==> src/rtl/square_f32.sv <==
// Sequential float32 squarer: 24-cycle shift-add mantissa multiply followed by
// a single normalise/pack cycle. Denormals flush to zero, rounding truncates.
module square_f32 (
    input  logic        clk,
    input  logic        rst,
    input  logic        start,
    input  logic [31:0] a,
    output logic        rdy,
    output logic        busy,
    output logic [31:0] sq
);

    localparam int WIDTH         = 32;
    localparam int EXPONENTWIDTH = 8;
    localparam int MANTISSAWIDTH = 23;
    localparam int SIGW          = MANTISSAWIDTH + 1;
    localparam int PRODW         = 2 * SIGW;

    localparam logic [WIDTH-1:0] POS_INF = 32'h7F80_0000;
    localparam logic [WIDTH-1:0] QNAN    = 32'h7FC0_0000;
    localparam logic [WIDTH-1:0] ZERO    = 32'h0000_0000;

    typedef enum logic [1:0] {
        IDLE,
        MUL,
        NORM,
        DONE
    } state_t;

    state_t                   state_q, state_d;
    logic [4:0]               count_q, count_d;
    logic [PRODW-1:0]         mcand_q, mcand_d;
    logic [SIGW-1:0]          mplier_q, mplier_d;
    logic [PRODW-1:0]         prod_q, prod_d;
    logic signed [9:0]        expR_q, expR_d;
    logic [WIDTH-1:0]         sq_q, sq_d;

    logic [EXPONENTWIDTH-1:0] expIn;
    logic [MANTISSAWIDTH-1:0] manIn;
    logic signed [9:0]        twoExp;
    logic signed [9:0]        expN;
    logic [MANTISSAWIDTH-1:0] frac;
    logic                     unusedSign;

    assign expIn      = a[30:23];
    assign manIn      = a[22:0];
    assign unusedSign = a[31];
    assign twoExp     = signed'({1'b0, expIn, 1'b0});

    // The product of two values in [1,2) lies in [1,4); bit 47 marks the upper half.
    assign expN = prod_q[PRODW-1] ? (expR_q + 10'sd1) : expR_q;
    assign frac = prod_q[PRODW-1] ? prod_q[46:24] : prod_q[45:23];

    always_ff @(posedge clk or negedge rst) begin
        if (!rst) begin
            state_q  <= IDLE;
            count_q  <= '0;
            mcand_q  <= '0;
            mplier_q <= '0;
            prod_q   <= '0;
            expR_q   <= '0;
            sq_q     <= '0;
        end else begin
            state_q  <= state_d;
            count_q  <= count_d;
            mcand_q  <= mcand_d;
            mplier_q <= mplier_d;
            prod_q   <= prod_d;
            expR_q   <= expR_d;
            sq_q     <= sq_d;
        end
    end

    always_comb begin
        state_d  = state_q;
        count_d  = count_q;
        mcand_d  = mcand_q;
        mplier_d = mplier_q;
        prod_d   = prod_q;
        expR_d   = expR_q;
        sq_d     = sq_q;

        case (state_q)
            IDLE, DONE: begin
                if (start) begin
                    if (expIn == '0) begin
                        sq_d    = ZERO;
                        state_d = DONE;
                    end else if (expIn == {EXPONENTWIDTH{1'b1}}) begin
                        sq_d    = (manIn == '0) ? POS_INF : QNAN;
                        state_d = DONE;
                    end else begin
                        mcand_d  = {{SIGW{1'b0}}, 1'b1, manIn};
                        mplier_d = {1'b1, manIn};
                        prod_d   = '0;
                        count_d  = '0;
                        expR_d   = twoExp - 10'sd127;
                        state_d  = MUL;
                    end
                end
            end

            MUL: begin
                // Multiplier bits are consumed LSB first while the multiplicand walks left.
                if (mplier_q[0]) begin
                    prod_d = prod_q + mcand_q;
                end
                mcand_d  = mcand_q << 1;
                mplier_d = mplier_q >> 1;
                if (count_q == 5'd23) begin
                    count_d = '0;
                    state_d = NORM;
                end else begin
                    count_d = count_q + 5'd1;
                end
            end

            NORM: begin
                expR_d = expN;
                if (expN >= 10'sd255) begin
                    sq_d = POS_INF;
                end else if (expN <= 10'sd0) begin
                    sq_d = ZERO;
                end else begin
                    sq_d = {1'b0, expN[7:0], frac};
                end
                state_d = DONE;
            end

            default: begin
                state_d = IDLE;
            end
        endcase
    end

    assign rdy  = (state_q == DONE);
    assign busy = (state_q == MUL) || (state_q == NORM);
    assign sq   = sq_q;

endmodule
==> config.mk <==
export PLATFORM = sky130hd
export DESIGN_NAME = square_f32
export DESIGN_NICKNAME = d
export VERILOG_FILES = /design/src/rtl/square_f32.sv
export SDC_FILE = /design/constraint.sdc
export NUM_CORES = 1
export LEC_CHECK = 0
export ABC_AREA = 1
export BUFFER_PORTS_ARGS = -buffer_cell sky130_fd_sc_hd__buf_2
export CAP_MARGIN = 20
export CORE_UTILIZATION = 48
export DETAILED_ROUTE_END_ITERATION = 10
export PLACE_DENSITY = 0.68
export SLEW_MARGIN = 40
export SYNTH_ARGS = -nofsm -noshare
export SYNTH_HDL_FRONTEND = slang
export SYNTH_SLANG_ARGS = --single-unit
==> constraint.sdc <==
create_clock -name clk -period 1.9 [get_ports clk]
set_clock_uncertainty 0.1 [all_clocks]
set_input_delay 0.285 -clock clk [delete_from_list [all_inputs] [get_ports clk]]
set_output_delay 0.285 -clock clk [all_outputs]
set_load 0.02 [all_outputs]
### After elaboration in Yosys (flattened, before gate mapping)

Index checks and enable logic that the tools add are counted.

* bits in registers: 169
* latch bits: 0
* bits in writable memories: 0
* bits in read-only memories: 0
* input port bits: 35
* output and inout port bits: 34
* word-level logic and storage cells: 72
* memories kept: 0

* add/subtract/negate cells: 4
* multipliers: 0
* divide/modulo/power cells: 0
* magnitude comparators: 2
* eq/ne operators: 11
* shift-type cells: 0
* multiplexer cells: 36
* bitwise logic cells: 0
* reductions and logical operators: 12

Operators with widths (number)
* 48-bit 2-to-1 mux: 7
* 48-bit one-hot mux with 2 select lines: 2
* 32-bit 2-to-1 mux: 3
* 24-bit 2-to-1 mux: 3
* 32-bit one-hot mux with 2 select lines: 1
* 31-bit 2-to-1 mux: 2
* 48-bit adder: 1
* 24-bit one-hot mux with 2 select lines: 1
* 23-bit 2-to-1 mux: 2
* 10-bit 2-to-1 mux: 4
* 23-bit logical NOT: 1
* 5-bit 2-to-1 mux: 4
* 10-bit one-hot mux with 2 select lines: 1
* 10-bit by 2-bit adder with 10-bit output (second input constant): 1
* 10-bit by 9-bit >= comparator with 1-bit output (second input constant): 1
* 10-bit by 1-bit <= comparator with 1-bit output (second input constant): 1
* 2-bit inequality test (second input constant): 5
* 5-bit one-hot mux with 2 select lines: 1
* 9-bit by 7-bit subtractor with 10-bit output (second input constant): 1
* 8-bit == test (second input constant): 1
* 8-bit logical NOT: 1
* 2-bit 2-to-1 mux: 4
* 4-bit AND reduction: 2
* 2-bit one-hot mux with 3 select lines: 1
* 12 further kinds: 14

### Depth between registers and ports, before layout

Gate-level depths: netlist (run 1).

* depth in word-level cells: 6
* gate-level depth with buffers: 14
* depth with buffers taken out: 14

### Worst setup path before layout (run 1)

Ideal clock, no wire load.

* path kind: register to register
* start: register mcand_q[0]
* end: register prod_q[42]
* library setup time: 117 ps
* arrival time: 1893 ps
* data required time: 1683 ps
* setup slack: -210 ps
* cell stages (with the launch flop): 13
* path buffers: 0
* period minus slack after synthesis: 2110 ps
* path through: dfrtp_1 -> ha_1 -> fa_1 -> nand3_1 -> nand3_1 -> nand2_1 -> nand2_1 -> nand2_1 -> nand2_1 -> nand2_1 -> nand4_1 -> nand3_1 -> nand2_1

* cells in the longest elaborated chain, start to end: 3

Ends and longest elaborated chain
* start: declaration: RTL line 32 `logic [PRODW-1:0] mcand_q, mcand_d;`
* start signal: assignment: RTL line 66 `mcand_q <= mcand_d;`
* 48-bit adder: RTL line 106 `prod_d = prod_q + mcand_q;`
* 48-bit 2-to-1 mux: RTL line 105 `if (mplier_q[0]) begin`
* 48-bit one-hot mux with 2 select lines: RTL line 83 `case (state_q)`
* end signal: assignment: RTL line 68 `prod_q <= prod_d;`
* end: declaration: RTL line 34 `logic [PRODW-1:0] prod_q, prod_d;`

Every way passes these cells. The select of a mux whose other input is x is not followed.
A chain may end at the register's enable or synchronous reset.

### Final worst setup path (run 1)

* start: register prod_q[4]
* end: register prod_q[39]

* cells in the longest elaborated chain, start to end: 3

Ends and longest elaborated chain (RTL line)
* 48-bit adder: 106
* 48-bit 2-to-1 mux: 105
* 48-bit one-hot mux with 2 select lines: 83

Every way passes these cells. The select of a mux whose other input is x is not followed.

==> flow_metrics.env, run 1 <==
export IMPL_hold_violations=0
export IMPL_syn_nets=1888
export IMPL_yosys_register_bits=168
export IMPL_num_vias=13300
export IMPL_cts_tree="done"
export IMPL_ant_nets=0
export IMPL_synth_cell_area_sq_um=11700
export IMPL_arrival_ps=2410
export IMPL_synth_avg_cell_area_sq_um=6.51
export IMPL_fin_setup_tns_ps=-9840
export IMPL_cts_inserted_buffers=17
export IMPL_synthArstFlopShare_pct=100
export IMPL_viasPerCell=5.37
export IMPL_ys_seq_area_share_pct=35.9
export IMPL_period_share_pct=115
export IMPL_cp_end_kind="flip-flop"
export IMPL_place_hpwl_mm=27.4
export IMPL_routedWlPerCell_um=17.2
export IMPL_gp_congestion=0.968
export IMPL_cts_root_buf="clkbuf_16"
export IMPL_overflow=0
export IMPL_dieArea_sq_um=25000
export IMPL_final_nets=2232
export IMPL_fp_coreArea_sq_um=23700
export IMPL_ys_warnings_count=0
export IMPL_fp_dieH_um=158
export IMPL_dpl_worst_slack_ps=-375
export IMPL_grt_pass1_wl_mm=64.7
export IMPL_clock_latency_ps=450
export IMPL_ys_types=43
export IMPL_min_period_ps=2180
export IMPL_slew_violations=0
export IMPL_core_rowCount=56
export IMPL_grt_pass1_vias=12700
export IMPL_powerDensity_nw_per_um2=1560
export IMPL_status="complete, but fails checks"
export IMPL_fin_area_sq_um=17500
export IMPL_cp_max_fo=4
export IMPL_holdWs_ps=43.7
export IMPL_setup_violations=106
export IMPL_drive_above_1_share_pct=36.2
export IMPL_synth_edff_count=0
export IMPL_crit_type="flip-flop to flip-flop"
export IMPL_htree_levels=4
export IMPL_critical_path_startpoint_type="flip-flop"
export IMPL_drc=0
export IMPL_antenna_cells=0
export IMPL_leakagePower_nw=9.07
export IMPL_start_util_pct=49.4
export IMPL_cts_sinks=168
export IMPL_grt_use_total_pct=33.8
export IMPL_drtIter0Drc=1044
export IMPL_antenna_found_initial=0
export IMPL_wl_mm=42.4
export IMPL_min_path_type="input port to flip-flop"
export IMPL_netlist_instances=1796
export IMPL_clkTransAtPathRegs_ps=80
export IMPL_violations="setup timing"
export IMPL_die_width_um=158
export IMPL_fin_ws_ps=-279
export IMPL_rsz0062_at_grt="yes"
export IMPL_required_ps=2140
export IMPL_area_growth_pct=49.8
export IMPL_port_buffers=66
export IMPL_dr_pass1_iters=5
export IMPL_boundaryPins=69
export IMPL_placed_cell_area_sq_um=14200
export IMPL_fmax_mhz=459
export IMPL_synth_main_ff_cell="dfrtp_1"
export IMPL_ir_worst_vdd_mv=1.05
export IMPL_cap_viol_max_count=0
export IMPL_clk_path_buf_depth=2
export IMPL_grt_max_degree=61
## path summary, 6_finish.rpt
check / end / slack [ps] / cells after the start / startpoint
hold / removal: mcand_q[0] / 40 / 3 / a[0]
min in group asynchronous: mcand_q[40] / 180 / 2 / rst
setup reg to reg: prod_q[39] / -280 / 12 / prod_q[4]
setup / recovery: prod_q[39] / -280 / 12 / prod_q[4]
hold reg to reg: sq[8] / 380 / 2 / sq[8]
max in group asynchronous: prod_q[7] / 830 / 3 / rst
## routing by layer
layer	global-route usage [%]	part of all wire, %
met5	0	0
met4	15.2	4.7
met3	4.85	5.9
met2	58.3	48
met1	41.8	41
## flip-flops by register name (all words and copies together), names as in the netlist
name / cells
state_q: 2
prod_q: 48
sq: 31
expR_q: 10
mplier_q: 24
count_q: 5
mcand_q: 48
## stage by stage
step                power (W)  std cells  util, %
finish                 0.0273       2472     74.0
global route           0.0286       2472     74.0
CTS                    0.0257       2456     71.5
detailed placement     0.0168       2369     60.0
global placement       0.0165       2369     60.0
floorplan              0.0121       1796        -
## worst max-delay path: stages, from the launching register on
cell and delay, ps:
dfrtp_1 450, ha_4 340, nand2_1 110, nor2_2 170, nand3_1 140, nand2_4 140, nand3_1 100, nand3b_1 180
nand2_2 110, nand2_1 70, nand2_1 50, nand3_1 60, nand2_1 50
## synthesized netlist by cell type (6+ instances only)
master,instances,share of area [%]
nor2_1,171,5.5
nand3_1,85,3.6
o21bai_1,6,0.39
nand3b_1,6,0.39
inv_1,250,8.0
nand2_1,675,22
nand4_1,21,1.1
nor3_1,18,0.77
a21oi_1,87,3.7
clkbuf_1,22,0.71
or2_2,9,0.48
o21ai_0,64,2.7
ha_1,56,6.0
dfrtp_1,168,36
o31ai_1,7,0.45
o21ai_1,55,2.4
buf_2,17,0.73
a22o_1,24,1.8
## timing repair
action / in CTS / in global routing
buffers inserted: 41 / 20
hold buffers: 1 / 0
endpoints found under the hold margin: 84 / 0
pin swaps: 116 / 62
resized for setup: 314 / 170
cloned: 15 / 0
setup endpoints to repair: 110 / 159
## kinds of logic (layout without fill, tap and decap cells)
| logic type | Yosys count | after routing | share of synthesized area, % |
|---|---|---|---|
| AO/OA/AOI/OAI | 255 | 255 | 12.2 |
| adder cells (fa/ha/maj) | 57 | 57 | 6.16 |
| flip-flops | 168 | 168 | 35.9 |
| AND/OR/NAND/NOR | 1003 | 1004 | 34.7 |
| XOR/XNOR | 9 | 9 | 0.674 |
| buffers and inverters | 302 | 658 | 10.2 |
| other | 1 | 1 | 0.0321 |
| multiplexers | 1 | 1 | 0.0856 |
## power by group
part           total [W]  internal (W)  switching, W
Sequential       0.00553       0.00461      0.000918
Combinational     0.0182       0.00830       0.00988
Clock            0.00355       0.00176       0.00179
## layout by cell type, fill, tap and decap left out, types with 44 or more instances in the layout
master,n
a21oi_1,72
buf_2,65
buf_4,254
dfrtp_1,160
ha_4,44
inv_1,216
nand2_1,536
nand2_2,108
nand3_1,55
nor2_1,126
o21ai_0,48
o21ai_1,63
## area by class of cell
type	instances	area [sq um]
well taps	319	399
fillers	1774	6170
multi-input cells	1327	8130
clock inverters	15	160
inverters	254	988
flip-flops and latches	168	4210
repair buffers	372	3200
clock buffers	17	425
Note: power is estimated with default switching activity, not from simulation.
==> run 2, diff against run 1 <==
--- a/config.mk
+++ b/config.mk
@@ -11,6 +11,7 @@
 export CORE_UTILIZATION = 48
 export DETAILED_ROUTE_END_ITERATION = 10
 export PLACE_DENSITY = 0.68
+export SKIP_CTS_REPAIR_TIMING = 1
 export SLEW_MARGIN = 40
 export SYNTH_ARGS = -nofsm -noshare
 export SYNTH_HDL_FRONTEND = slang
==> run 2 against run 1 <==
The flow still finishes with violations (setup timing). Maximum frequency shrank 2.4%. Critical path type unchanged. Via count increased by 4.8%. Critical path depth is 3 higher. Hold slack lost 4.5 ps. Worst setup slack got worse by 54 ps.
==> flow_metrics.env, run 2 (synthesis results as in run 1) <==
export IMPL_status="complete, but fails checks"
export IMPL_violations="setup timing"
export IMPL_post_route_util_pct=77.3
export IMPL_grt_pass1_vias=11600
export IMPL_dpl_worst_slack_ps=-375
export IMPL_die_width_um=158
export IMPL_grt_use_total_pct=29.4
export IMPL_cap_viol_max_count=0
export IMPL_place_hpwl_mm=27.4
export IMPL_dieArea_sq_um=25000
export IMPL_cts_tree="done"
export IMPL_hold_violations=0
export IMPL_final_cell_mix="nand2_1, buf_4, inv_1, dfrtp_1, nand2_2"
export IMPL_layout_commonest_cell="nand2_1"
export IMPL_stdcell_count=2483
export IMPL_fp_coreArea_sq_um=23700
export IMPL_period_share_pct=118
export IMPL_clkTransAtPathRegs_ps=80
export IMPL_grt_pass1_wl_mm=56.9
export IMPL_placed_cell_area_sq_um=14200
export IMPL_cp_end_kind="flip-flop"
export IMPL_slew_violations=0
export IMPL_dr_pass1_iters=5
export IMPL_overflow=0
export IMPL_min_period_ps=2230
export IMPL_boundaryPins=69
export IMPL_area_growth_pct=56.5
export IMPL_ant_nets=0
export IMPL_fp_dieH_um=158
export IMPL_fin_area_sq_um=18300
export IMPL_antenna_found_initial=1
export IMPL_clock_latency_ps=450
export IMPL_min_path_type="input port to flip-flop"
export IMPL_gp_congestion=0.968
export IMPL_start_util_pct=49.4
export IMPL_final_nets=2242
export IMPL_leakagePower_nw=9.42
export IMPL_drc=0
export IMPL_viasPerCell=5.61
export IMPL_setup_violations=154
export IMPL_rsz0062_at_grt="yes"
export IMPL_required_ps=2130
export IMPL_num_vias=13900
export IMPL_cts_sinks=168
export IMPL_clk_path_buf_depth=2
export IMPL_powerDensity_nw_per_um2=1650
export IMPL_cp_max_fo=4
export IMPL_drtIter0Drc=1128
export IMPL_routedWlPerCell_um=18.8
export IMPL_fin_ws_ps=-333
export IMPL_core_rowCount=56
export IMPL_cts_root_buf="clkbuf_16"
export IMPL_grt_max_degree=61
export IMPL_crit_type="flip-flop to flip-flop"
export IMPL_wl_mm=46.6
export IMPL_htree_levels=4
export IMPL_drive_above_1_share_pct=42.7
export IMPL_fmax_mhz=448
export IMPL_fill_cells=1593
export IMPL_holdWs_ps=39.2
export IMPL_critical_path_startpoint_type="flip-flop"
export IMPL_placed_cells_incl_taps=2369
export IMPL_port_buffers=66
export IMPL_cts_inserted_buffers=17
export IMPL_ir_worst_vdd_mv=1.11
export IMPL_arrival_ps=2460
-- run 2: area by class of cell --
type,count,area (sq um),area share (%)
Multi-Input combinational cell,1329,8680,47.4
Sequential cell,168,4210,23.0
Timing Repair Buffer,379,3440,18.8
Inverter,254,982,5.37
Clock buffer,17,425,2.32
Tap cell,319,399,2.18
Clock inverter,15,160,0.875
Timing Repair inverter,1,7.51,0.0410
Antenna cell,1,2.50,0.0137
-- run 2: worst max-delay path, stage by stage, from the launching register on --
cell and delay, ps:
dfrtp_1 450, ha_4 370, nand2_2 90, buf_4 140, inv_2 110, nand2_1 120
nand2_1 90, nand2_1 60, nand2_1 50, nand2_1 50, nand2_1 70, nand2_1 70
nand3_1 80, nand2_1 60, nand3_2 110, nand2_1 80
-- run 2: power by group --
group | total [W] | switching, W | internal [W] | leakage, nW
Combinational | 0.0209 | 0.0115 | 0.00944 | 6.96
Sequential | 0.00562 | 0.00102 | 0.00461 | 2.18
Clock | 0.00359 | 0.00183 | 0.00176 | 0.280
Total | 0.0301 | 0.0143 | 0.0158 | 9.42
-- run 2: worst paths after layout --
check                            from     endpoint  slack, ps  cells past startpoint
max in group asynchronous         rst  mcand_q[12]        820                      3
setup / recovery           mcand_q[5]   prod_q[34]       -330                     15
min in group asynchronous         rst       sq[16]        190                      2
setup reg to reg           mcand_q[5]   prod_q[34]       -330                     15
hold / removal                   a[0]   mcand_q[0]         40                      3
hold reg to reg                 sq[4]        sq[4]        380                      2
-- run 2: through the flow --
stage	total power, W	setup TNS, ps
after floorplan	0.0121	-41.5
after global placement	0.0165	-14320
after detailed placement	0.0168	-21750
after CTS	0.0204	-15620
after global routing	0.0313	-36000
final	0.0301	-24200
-- run 2: layer usage --
layer / up-vias / part of all wire, % / track usage (%)
met5: - / 0 / 0
met4: 0 / 5.8 / 9.20
met3: 230 / 7.2 / 4.13
met2: 707 / 48 / 50.4
met1: 6603 / 39 / 38.0
li1: 6388 / - / -
